**src/rtl/led_ring_pkg.sv**
```systemverilog
// -----------------------------------------------------------------------------
// led_ring_pkg
// Shared types and constants for the four-LED ring indicator.
//   ring_state_e : decoder FSM states (ACQ, TRACK, FAULT)
//   S0..S3       : ring phase codes, one per LED line
//   FWD/REV/SKIP : phase-difference codes (cur - last, mod 4)
// -----------------------------------------------------------------------------
package led_ring_pkg;

    typedef enum logic [1:0] {
        ACQ   = 2'd0,
        TRACK = 2'd1,
        FAULT = 2'd2
    } ring_state_e;

    localparam logic [1:0] S0 = 2'b00;
    localparam logic [1:0] S1 = 2'b01;
    localparam logic [1:0] S2 = 2'b10;
    localparam logic [1:0] S3 = 2'b11;

    localparam logic [1:0] FWD  = 2'd1;
    localparam logic [1:0] REV  = 2'd3;
    localparam logic [1:0] SKIP = 2'd2;

endpackage

```
**src/rtl/led_onehot_dec.sv**
```systemverilog
// -----------------------------------------------------------------------------
// led_onehot_dec
// Combinational decoder from the four ring lines to a phase code.
//   i_pat   [3:0] : {led4, led3, led2, led1}
//   o_legal       : exactly one line set
//   o_phase [1:0] : phase of the set line (S0 when not legal)
// -----------------------------------------------------------------------------
module led_onehot_dec
    import led_ring_pkg::*;
(
    input  logic [3:0] i_pat,
    output logic       o_legal,
    output logic [1:0] o_phase
);

    always_comb begin
        // NOTE: every output gets a default before the case so no path
        // leaves it unassigned; that is what keeps this block latch-free.
        o_legal = 1'b0;
        o_phase = S0;
        case (i_pat)
            4'b0001: begin o_legal = 1'b1; o_phase = S0; end
            4'b0010: begin o_legal = 1'b1; o_phase = S1; end
            4'b0100: begin o_legal = 1'b1; o_phase = S2; end
            4'b1000: begin o_legal = 1'b1; o_phase = S3; end
            default: ;
        endcase
    end

endmodule

```
**src/rtl/led_ring_decoder.sv**
```systemverilog
// -----------------------------------------------------------------------------
// led_ring_decoder
// Receiver for the four-LED rotating ring: recovers phase, direction and a
// wrapping position count, and flags illegal patterns, skipped phases and
// stalls.
//
// Parameters
//   POS_W     : width of pos
//   STALL_CYC : idle update cycles while tracking before stalled (2..65535)
//
// Ports
//   clk, reset          : clock, synchronous active-high reset
//   led1..led4          : ring lines for phases S0..S3
//   clr_err             : leaves FAULT (level, only honoured in FAULT)
//   phase [1:0]         : last legal decoded phase
//   dir                 : 1 = forward (S0->S1->S2->S3), 0 = reverse
//   step                : one-cycle pulse per legal step
//   pos [POS_W-1:0]     : wrapping step count
//   valid               : tracking a legal phase
//   err                 : sticky fault flag
//   stalled             : no step for STALL_CYC cycles while tracking
//
// Build option
//   LED_SYNC_EN : adds a two-flop synchronizer per LED line ahead of the
//                 sample register (input-to-step latency 4 edges instead of 2).
// -----------------------------------------------------------------------------
module led_ring_decoder
    import led_ring_pkg::*;
#(
    parameter int POS_W     = 8,
    parameter int STALL_CYC = 64
) (
    input  logic             clk,
    input  logic             reset,
    input  logic             led1,
    input  logic             led2,
    input  logic             led3,
    input  logic             led4,
    input  logic             clr_err,
    output logic [1:0]       phase,
    output logic             dir,
    output logic             step,
    output logic [POS_W-1:0] pos,
    output logic             valid,
    output logic             err,
    output logic             stalled
);

    localparam int               CNT_W     = 16;
    localparam logic [CNT_W-1:0] STALL_MAX = CNT_W'(STALL_CYC);

    // ---------------- input stage ----------------
    logic [3:0] w_led_in;
    logic [3:0] w_samp_d;
    logic [3:0] r_samp;

    assign w_led_in = {led4, led3, led2, led1};

`ifdef LED_SYNC_EN
    logic [3:0] r_sync1;
    logic [3:0] r_sync2;

    always_ff @(posedge clk) begin
        if (reset) begin
            r_sync1 <= '0;
            r_sync2 <= '0;
        end else begin
            r_sync1 <= w_led_in;
            r_sync2 <= r_sync1;
        end
    end

    assign w_samp_d = r_sync2;
`else
    assign w_samp_d = w_led_in;
`endif

    always_ff @(posedge clk) begin
        // NOTE: clocked state uses non-blocking assignments so every flop
        // samples the pre-edge values regardless of statement order.
        if (reset) r_samp <= '0;
        else       r_samp <= w_samp_d;
    end

    logic       w_legal;
    logic [1:0] w_cur;

    led_onehot_dec u_dec (
        .i_pat   (r_samp),
        .o_legal (w_legal),
        .o_phase (w_cur)
    );

    // ---------------- tracking FSM ----------------
    ring_state_e      r_state,     w_state_nxt;
    logic [1:0]       r_phase,     w_phase_nxt;
    logic             r_dir,       w_dir_nxt;
    logic             r_step,      w_step_nxt;
    logic [POS_W-1:0] r_pos,       w_pos_nxt;
    logic             r_valid,     w_valid_nxt;
    logic             r_err,       w_err_nxt;
    logic             r_stalled,   w_stalled_nxt;
    logic [CNT_W-1:0] r_stall_cnt, w_stall_cnt_nxt;
    logic [1:0]       w_delta;

    // Modulo-4 difference falls out of 2-bit wraparound.
    assign w_delta = w_cur - r_phase;

    always_comb begin
        w_state_nxt     = r_state;
        w_phase_nxt     = r_phase;
        w_dir_nxt       = r_dir;
        w_step_nxt      = 1'b0;
        w_pos_nxt       = r_pos;
        w_valid_nxt     = r_valid;
        w_err_nxt       = r_err;
        w_stalled_nxt   = r_stalled;
        w_stall_cnt_nxt = r_stall_cnt;

        case (r_state)
            ACQ: begin
                w_valid_nxt   = 1'b0;
                w_stalled_nxt = 1'b0;
                if (w_legal) begin
                    w_phase_nxt     = w_cur;
                    w_valid_nxt     = 1'b1;
                    w_stall_cnt_nxt = '0;
                    w_state_nxt     = TRACK;
                end
            end

            TRACK: begin
                if (!w_legal || w_delta == SKIP) begin
                    w_err_nxt       = 1'b1;
                    w_valid_nxt     = 1'b0;
                    w_stalled_nxt   = 1'b0;
                    w_stall_cnt_nxt = '0;
                    w_state_nxt     = FAULT;
                end else if (w_delta == FWD || w_delta == REV) begin
                    w_step_nxt      = 1'b1;
                    w_dir_nxt       = (w_delta == FWD);
                    w_pos_nxt       = (w_delta == FWD) ? r_pos + POS_W'(1)
                                                       : r_pos - POS_W'(1);
                    w_phase_nxt     = w_cur;
                    w_stall_cnt_nxt = '0;
                    w_stalled_nxt   = 1'b0;
                end else begin
                    // Same phase as before: count idle cycles, saturating.
                    if (r_stall_cnt != STALL_MAX)
                        w_stall_cnt_nxt = r_stall_cnt + CNT_W'(1);
                    w_stalled_nxt = (w_stall_cnt_nxt == STALL_MAX);
                end
            end

            FAULT: begin
                w_valid_nxt   = 1'b0;
                w_stalled_nxt = 1'b0;
                if (clr_err) begin
                    w_err_nxt   = 1'b0;
                    w_state_nxt = ACQ;
                end
            end

            default: w_state_nxt = ACQ;
        endcase
    end

    always_ff @(posedge clk) begin
        if (reset) begin
            r_state     <= ACQ;
            r_phase     <= S0;
            r_dir       <= 1'b0;
            r_step      <= 1'b0;
            r_pos       <= '0;
            r_valid     <= 1'b0;
            r_err       <= 1'b0;
            r_stalled   <= 1'b0;
            r_stall_cnt <= '0;
        end else begin
            r_state     <= w_state_nxt;
            r_phase     <= w_phase_nxt;
            r_dir       <= w_dir_nxt;
            r_step      <= w_step_nxt;
            r_pos       <= w_pos_nxt;
            r_valid     <= w_valid_nxt;
            r_err       <= w_err_nxt;
            r_stalled   <= w_stalled_nxt;
            r_stall_cnt <= w_stall_cnt_nxt;
        end
    end

    assign phase   = r_phase;
    assign dir     = r_dir;
    assign step    = r_step;
    assign pos     = r_pos;
    assign valid   = r_valid;
    assign err     = r_err;
    assign stalled = r_stalled;

endmodule

```
**config.mk**
```make
export PLATFORM = sky130hd
export DESIGN_NAME = led_ring_decoder
export DESIGN_NICKNAME = d
export VERILOG_FILES = /design/src/rtl/led_ring_pkg.sv /design/src/rtl/led_onehot_dec.sv /design/src/rtl/led_ring_decoder.sv
export SDC_FILE = /design/constraint.sdc
export NUM_CORES = 1
export LEC_CHECK = 0
export CAP_MARGIN = 30
export CORE_MARGIN = 8
export CORE_UTILIZATION = 25
export DETAILED_ROUTE_END_ITERATION = 16
export MAX_ROUTING_LAYER = met4
export PLACE_DENSITY = 0.44
export SLEW_MARGIN = 30
export SYNTH_ARGS = -nofsm -noshare
export SYNTH_HDL_FRONTEND = slang
export SYNTH_SLANG_ARGS = --single-unit
```
**constraint.sdc**
```tcl
create_clock -name clk -period 4.11 [get_ports clk]
set_clock_uncertainty 0.05 [all_clocks]
set_input_delay 1.0275 -clock clk [delete_from_list [all_inputs] [get_ports clk]]
set_output_delay 1.0275 -clock clk [all_outputs]
set_load 0.01 [all_outputs]
```
==> results of run 1 <==
==> area by class of cell <==
| cell class | instances | area share |
|---|---|---|
| Sequential cell | 37 | 0.273 |
| Multi-Input combinational cell | 216 | 0.546 |
| Clock inverter | 3 | 0.00646 |
| Clock buffer | 5 | 0.0254 |
| Timing Repair Buffer | 22 | 0.0803 |
| Inverter | 13 | 0.0180 |
| Tap cell | 111 | 0.0512 |
==> registers in the layout, summed over array words and instances (netlist names), 2 cells and up <==
name,count
r_stall_cnt,16
pos,8
r_samp,4
phase,2
r_state,2
==> where the power goes <==
part / leakage, nW / total [W] / internal (W) / switching, W
Combinational: 0.602 / 0.000396 / 0.000165 / 0.000230
Sequential: 0.300 / 0.000413 / 0.000386 / 0.0000267
Clock: 0.0439 / 0.000262 / 0.000117 / 0.000145
Total: 0.946 / 0.00107 / 0.000669 / 0.000402
==> worst paths after layout <==
| check | from | end | slack [ns] | cells past startpoint |
|---|---|---|---|---|
| worst max register to register | r_samp[3] | pos[7] | 0.51 | 14 |
| worst min-delay path | pos[3] | pos[3] | 0.43 | 2 |
| worst min register to register | pos[3] | pos[3] | 0.43 | 2 |
| worst max-delay path | r_samp[3] | pos[7] | 0.51 | 14 |
==> through the flow <==
stage | setup slack [ns] | hold slack, ns | power (W) | instance area (um^2) | cells
after global placement | 0.517 | 0.417 | 0.000821 | 2630 | 399
after CTS | 0.465 | 0.435 | 0.00109 | 2710 | 407
after global routing | 0.264 | 0.461 | 0.00115 | 2710 | 407
after floorplan | 0.776 | 0.437 | 0.000719 | 2350 | 282
final | 0.511 | 0.432 | 0.00107 | 2710 | 407
after detailed placement | 0.501 | 0.421 | 0.000821 | 2630 | 399
==> per-layer routing <==
metal / vias to the layer above / GRT usage
met5: - / -
met4: 0 / 0.0293
met3: 6 / 0.0245
met2: 20 / 0.140
met1: 964 / 0.120
li1: 1063 / -
==> layout by cell type (no fill, tap or decap), drive strengths merged, types with 2 or more instances in the layout <==
master         instances
o211ai                 3
mux2i                  3
nor2b                  4
ha                    13
xor2                   2
a21oi                 26
a41oi                  3
nor4                   3
dfxtp                 37
a211oi                 2
clkinv                 2
or3                    5
a31oi                  3
nand3                 15
nor2                  23
clkdlybuf4s50         21
o21ai                 11
and3                   4
nand4                  3
o211a                  3
nand2b                 3
nand2                 26
or2                    3
xnor2                 12
inv                   13
clkbuf                 5
a311oi                11
and2                   2
nor4b                  3
nor3                  13
==> worst reg2reg max path, delay by kind of cell, from the launching register on <==
| kind | cells | cell delay (ns) |
|---|---|---|
| adder cells (fa/ha/maj) | 2 | 0.50 |
| XOR/XNOR | 3 | 0.35 |
| AND/OR/NAND/NOR | 5 | 1.44 |
| flip-flops | 1 | 0.41 |
| AO/OA/AOI/OAI | 4 | 0.80 |
==> kinds of logic after synthesis <==
family / count (synthesis)
and+or+nand+nor: 109
AOI/OAI and AO/OA: 76
DFF: 37
buffers and inverters: 29
xor gates and xnor gates: 14
adders and majority gates: 14
muxes: 3
==> impl_summary.txt, run 1 <==
----------------------------------------------------
[Routing]
  Detailed-route wire length on metal 1 ... 2.85 mm
  Number of routed nets with antenna violations ... 0
  DR pass1 iterations ... 4
  Number of vias after detailed routing ... 2,053
  Vias per std cell ... 5.04
  Number of remaining DRC errors ... 0
  Routed length on met3 ... 179 um
  Highest routed metal layer ... met4
  DRC marker count from the first detailed-route iteration ... 74
  Aggregate routed wire length ... 5.58 mm
  Total met2 wirelength after detailed routing ... 2.48 mm
  Average wire length per cell after detail routing ... 13.7 um

[CTS]
  PostCTS Resize Cnt ... 0
  Number of buffers added by the clock tree synthesis step ... 5
  Clock edge transition at the registers on the reported setup and hold paths ... 0.09 ns
  Buffers inserted during post-CTS setup optimization ... 0
  CTS tree ... done
  Hold buffer count at cts ... 0
  Cell chosen for the clock root ... clkbuf_8
  Sinks on Clock Net ... 37
  CTS H-tree depth ... 2
  Insertion delay to the later sink of the worst-skew pair ... 0.30 ns
  Buffer levels on the longest clock path ... 2

[Outcome]
  Status ... finished clean

[Floorplan]
  Std-Cell Core Area ... 0.00920 mm^2
  Die area ... 0.0128 mm^2
  I/O pins ... 22
  Chip width ... 113 um
  Height of the die ... 113 um
  Initial Util ... 0.255
  # rows ... 35

[Yosys]
  Mux cell area share after synthesis ... 0.0128
  Post-Synthesis Mean Instance Area ... 8.33 um^2
  Top flip-flop cell by instance count after synthesis ... dfxtp_1
  Syn Std Cell Area ... 0.00235 mm^2
  Adder and majority gate portion of the synthesized area ... 0.0778
  Syn Inst Count ... 282
  Simple-gate portion of the synthesized area ... 0.252
  Net count of the mapped netlist ... 303
  XOR/XNOR share of the synthesized area ... 0.0554
  Synthesized-area fraction occupied by ao, oa, aoi and oai cells ... 0.232
  Number of register bits inferred by synthesis ... 37
  Dominant cell type by area after synthesis ... dfxtp_1
  Share of the synthesized area in the top cell type ... 0.315
  Post-synthesis sequential area ratio ... 0.315
  Synth warn ... 0
  Most frequent cells after synthesis ... dfxtp_1 (37), nand2_1 (25), a21oi_1 (23), nor2_1 (23)
  Count of cell types in the netlist ... 62
  Most area-consuming cells after synthesis ... dfxtp_1 (32%), ha_1 (6.9%), a21oi_1 (4.9%)
  Count of flip-flops with a built-in enable after synthesis ... 0
  Most repeated cell in the gate-level netlist after synthesis ... dfxtp_1
  Post-synth ARST share ... 0
  Main combinational cell family by area after synthesis ... simple AND/OR/NAND/NOR gates

[STA]
  Final hold violation count ... 0
  Unrepaired setup endpoints after global routing ... no
  Fraction of the cycle the final worst path needs ... 0.876
  Total of endpoints with negative setup slack in the final report ... 0
  Slew margin rel. ... 0.456
  Total negative setup slack ... 0 ns
  Pin slew with the least headroom to its limit ... 0.816 ns
  Number of max-slew violations in the final report ... 0
  Period minus WS final ... 3.60 ns
  Fmax ... 278 MHz

[Placement]
  Routability congestion estimate from global placement ... 0.766
  Final HPWL DP ... 4.00 mm
  # port buffers ... 21

[Final layout]
  Area taken by flip-flops and latches ... 741 um^2
  Total area of multi-input combinational cells ... 0.00148 mm^2
  Fraction of layout cells with a size suffix above 1 ... 0.0980
  Antenna Cells ... 0
  Layout Utilization ... 0.295
  Area growth syn-to-layout ... 15.5%
  Fill cell count ... 989
  Final nets ... 316

[Global routing]
  Initial antenna violation count ... 0
  Largest net degree at the start of global routing ... 38
  Aggregate global routing overflow ... 0
  Gr usage total ... 0.0935
  Global-route wire length before repair ... 9.61 mm
  Number of global-route vias before repair ... 1,900

[Worst setup path]
  Crit Path Class ... reg -> reg
  Worst Path Buf+Inv ... 0
  Cell with the largest stage delay on the worst path ... dfxtp_1
  Critical path launch point type ... flop
  Critical path capture point type ... flop
  Data required, critical path ... 4.30 ns
  Cells along the critical path ... xnor2_1 > or3_1 > ha_1 > xor2_1 > and3_2 > or2_2 > nand2_1 > ha_1 > a21oi_1 > o211ai_1 > o41ai_1 > xnor2_1 > or3_1 > a21oi_1
  Maximum fanout count along the critical path ... 7
  Maximum cell stage delay along the critical path ... 0.41 ns
  CP delay by family, top ... simple AND/OR/NAND/NOR gates
  Data arrival, critical path ... 3.79 ns

[Flow run]
  # Max-Cap Violations ... 0

[Power and ir drop]
  Power per unit of standard cell area ... 395 mW/mm^2
  Worst IR Drop VDD ... 0.000127 V
  Leak ... 0.946 nW

[Hold path]
  Classification of the worst-slack hold path ... reg -> reg

----------------------------------------------------
No activity file was read; power rests on OpenSTA's default activity.
==> run 2: changes to the inputs <==
--- a/config.mk
+++ b/config.mk
@@ -6,11 +6,12 @@
 export NUM_CORES = 1
 export LEC_CHECK = 0
 export CAP_MARGIN = 30
-export CORE_MARGIN = 8
+export CORE_MARGIN = 2
 export CORE_UTILIZATION = 25
 export DETAILED_ROUTE_END_ITERATION = 16
 export MAX_ROUTING_LAYER = met4
 export PLACE_DENSITY = 0.44
+export RECOVER_POWER = 25
 export SLEW_MARGIN = 30
 export SYNTH_ARGS = -nofsm -noshare
 export SYNTH_HDL_FRONTEND = slang
==> run 2 against run 1 <==
Register-to-register slack hardly changed. Sequential share of layout area shrank 0.26 points. The run now ends with max-capacitance violations, max-slew violations left. Non-clock buffer count is the same. Hold slack improved by 0.00067 ns.
==> impl_summary.txt, run 2 (synthesis results as in run 1) <==
----------------------------------------------------
[Outcome]
  Status ... finished, violations left
  Violations in the final reports ... max-capacitance violations, max-slew violations

[CTS]
  CTS H-tree depth ... 2 (unchanged)
  Clock edge transition at the registers on the reported setup and hold paths ... 0.08 ns (about the same)
  Sinks on Clock Net ... 37 (unchanged)
  PostCTS Resize Cnt ... 0 (unchanged)
  Cell chosen for the clock root ... clkbuf_8
  Insertion delay to the later sink of the worst-skew pair ... 0.29 ns (about the same)
  Number of buffers added by the clock tree synthesis step ... 5 (unchanged)
  CTS tree ... done
  Hold buffer count at cts ... 0 (unchanged)
  Buffers inserted during post-CTS setup optimization ... 0 (unchanged)
  Buffer levels on the longest clock path ... 2 (unchanged)

[STA]
  Period minus WS final ... 3.60 ns (-0.000338 ns)
  Total negative setup slack ... 0 ns (unchanged)
  Pin slew with the least headroom to its limit ... 1.75 ns (+0.931 ns)
  Unrepaired setup endpoints after global routing ... no
  Setup ws final ... 0.511 ns (+0.000338 ns)
  Number of max-slew violations in the final report ... 38 (+38)
  Final hold violation count ... 0 (unchanged)
  Total of endpoints with negative setup slack in the final report ... 0 (unchanged)
  Slew margin rel. ... -0.165 (-0.621)
  Fraction of the cycle the final worst path needs ... 0.876 (about the same)
  Fmax ... 278 MHz (about the same)

[Hold path]
  Instance count along the most critical hold path ... 2 (unchanged)
  Worst Hold End ... pos[4]
  Classification of the worst-slack hold path ... reg -> reg
  Startpoint of the tightest hold check path ... pos[4]

[Final layout]
  Highest-count cells in the layout ignoring fill and taps ... dfxtp_1 (37), nand2_1 (25), nor2_1 (23), a21oi_1 (23), clkdlybuf4s50_1 (15)
  Most common cell after layout, fill and taps aside ... dfxtp_1
  Flip-flop count of the largest register, all copies and words added ... 16 (unchanged)
  Antenna Cells ... 0 (unchanged)
  Area growth syn-to-layout ... 16.6%
  Final nets ... 316 (unchanged)
  Register with the highest flop count ... r_stall_cnt
  Fraction of layout cells with a size suffix above 1 ... 0.0912 (-0.00676)
  Layout Utilization ... 0.298 (+0.00286)

[Routing]
  Average wire length per cell after detail routing ... 13.4 um (-2.0%)
  Aggregate routed wire length ... 5.46 mm (-2.0%)
  DR pass1 iterations ... 4 (unchanged)
  Number of vias after detailed routing ... 2,032 (-1.0%)
  Number of routed nets with antenna violations ... 0 (unchanged)
  Number of remaining DRC errors ... 0 (unchanged)
  Vias per std cell ... 4.99 (-1.0%)
  DRC marker count from the first detailed-route iteration ... 114 (+54%)

[Worst setup path]
  Critical path launch point type ... flop
  Number of cell instances on the worst register-to-register path ... 14 (unchanged)
  Data arrival, critical path ... 3.75 ns (-0.04 ns)
  Crit Reg-Reg Startpoint ... r_samp[3]
  Worst setup slack for register-to-register paths ... 0.51 ns (about the same)
  Data required, critical path ... 4.26 ns (-0.04 ns)
  Crit Path Class ... reg -> reg
  Reg-to-reg critical path endpoint ... pos[7]
  Critical path capture point type ... flop
  Maximum fanout count along the critical path ... 7 (unchanged)

[Floorplan]
  I/O pins ... 22 (unchanged)
  Std-Cell Core Area ... 0.00920 mm^2 (unchanged)
  Die area ... 0.0102 mm^2 (-20%)
  # rows ... 35 (unchanged)
  Height of the die ... 101 um (-11%)
  Chip width ... 101 um (-11%)
  Initial Util ... 0.255 (unchanged)

[Global routing]
  Number of global-route vias before repair ... 1,884 (-0.84%)
  Aggregate global routing overflow ... 0 (unchanged)
  Initial antenna violation count ... 0 (unchanged)
  Global-route wire length before repair ... 9.27 mm (-3.6%)
  Most used routing layer in global routing ... met2
  GR Util met2 ... 0.183 (+0.0430)
  Gr usage total ... 0.117 (+0.0231)
  GR met3 Demand/Resource ... 0.0250 (+0.000471)
  Largest net degree at the start of global routing ... 38 (unchanged)
  Met1 usage in global routing ... 0.151 (+0.0306)

[Placement]
  Final HPWL DP ... 3.85 mm (-3.8%)
  Dpl ws ... 0.534 ns (+0.0333 ns)
  Routability congestion estimate from global placement ... 0.836 (+9.0%)
  # port buffers ... 21 (unchanged)

[Flow run]
  # Max-Cap Violations ... 1 (+1)

[Power and ir drop]
  Power per unit of standard cell area ... 418 mW/mm^2 (+5.8%)
  Leak ... 0.973 nW (+2.8%)
  Worst IR Drop VDD ... 0.000139 V (+8.9%)

----------------------------------------------------
run 2: through the flow:
stage / cell area, um^2 / cells / total power [W] / hold slack [ns]
after floorplan: 2350 / 282 / 0.000719 / 0.437
after global placement: 2630 / 399 / 0.000823 / 0.418
after detailed placement: 2630 / 399 / 0.000825 / 0.423
after CTS: 2740 / 407 / 0.00117 / 0.437
after global routing: 2740 / 407 / 0.00123 / 0.466
final: 2740 / 407 / 0.00114 / 0.433
run 2: how the worst max path moves through the flow:
stage	startpoint	end	slack [ns]	cells after the start
detailed placement	r_samp[3]	pos[7]	0.53	14
global route	r_samp[3]	pos[7]	0.30	14
finish	r_samp[3]	pos[7]	0.51	14
CTS	r_samp[3]	pos[7]	0.50	14
global placement	r_samp[3]	pos[7]	0.52	14
floorplan	r_samp[3]	pos[7]	0.78	14
run 2: per-layer routing:
metal,vias to the layer above,wire (um)
met5,-,0
met4,0,51
met3,7,168
met2,25,2430
met1,943,2810
li1,1057,-
run 2: critical path: stages (launching register included):
cell and delay (ns):
dfxtp_1 0.41, xnor2_1 0.08, or3_1 0.34, ha_1 0.20, xor2_1 0.15, and3_2 0.23
or2_2 0.31, nand2_1 0.24, ha_1 0.29, a21oi_1 0.18, o211ai_1 0.15, o41ai_1 0.32
xnor2_1 0.11, or3_1 0.31, a21oi_1 0.14
run 2: cell type report:
cell class,instances,area [um^2]
fill,970,6460
multi-input combinational,216,1480
sequential,37,741
timing repair buffer,22,214
tap,111,139
clock buffer,7,86.3
inverter,13,48.8
clock inverter,1,30.0
run 2: where the power goes:
group	switching (W)	internal (W)	leakage, nW
logic	0.000234	0.000163	0.614
registers	0.0000258	0.000386	0.300
clock network	0.000137	0.000198	0.0585
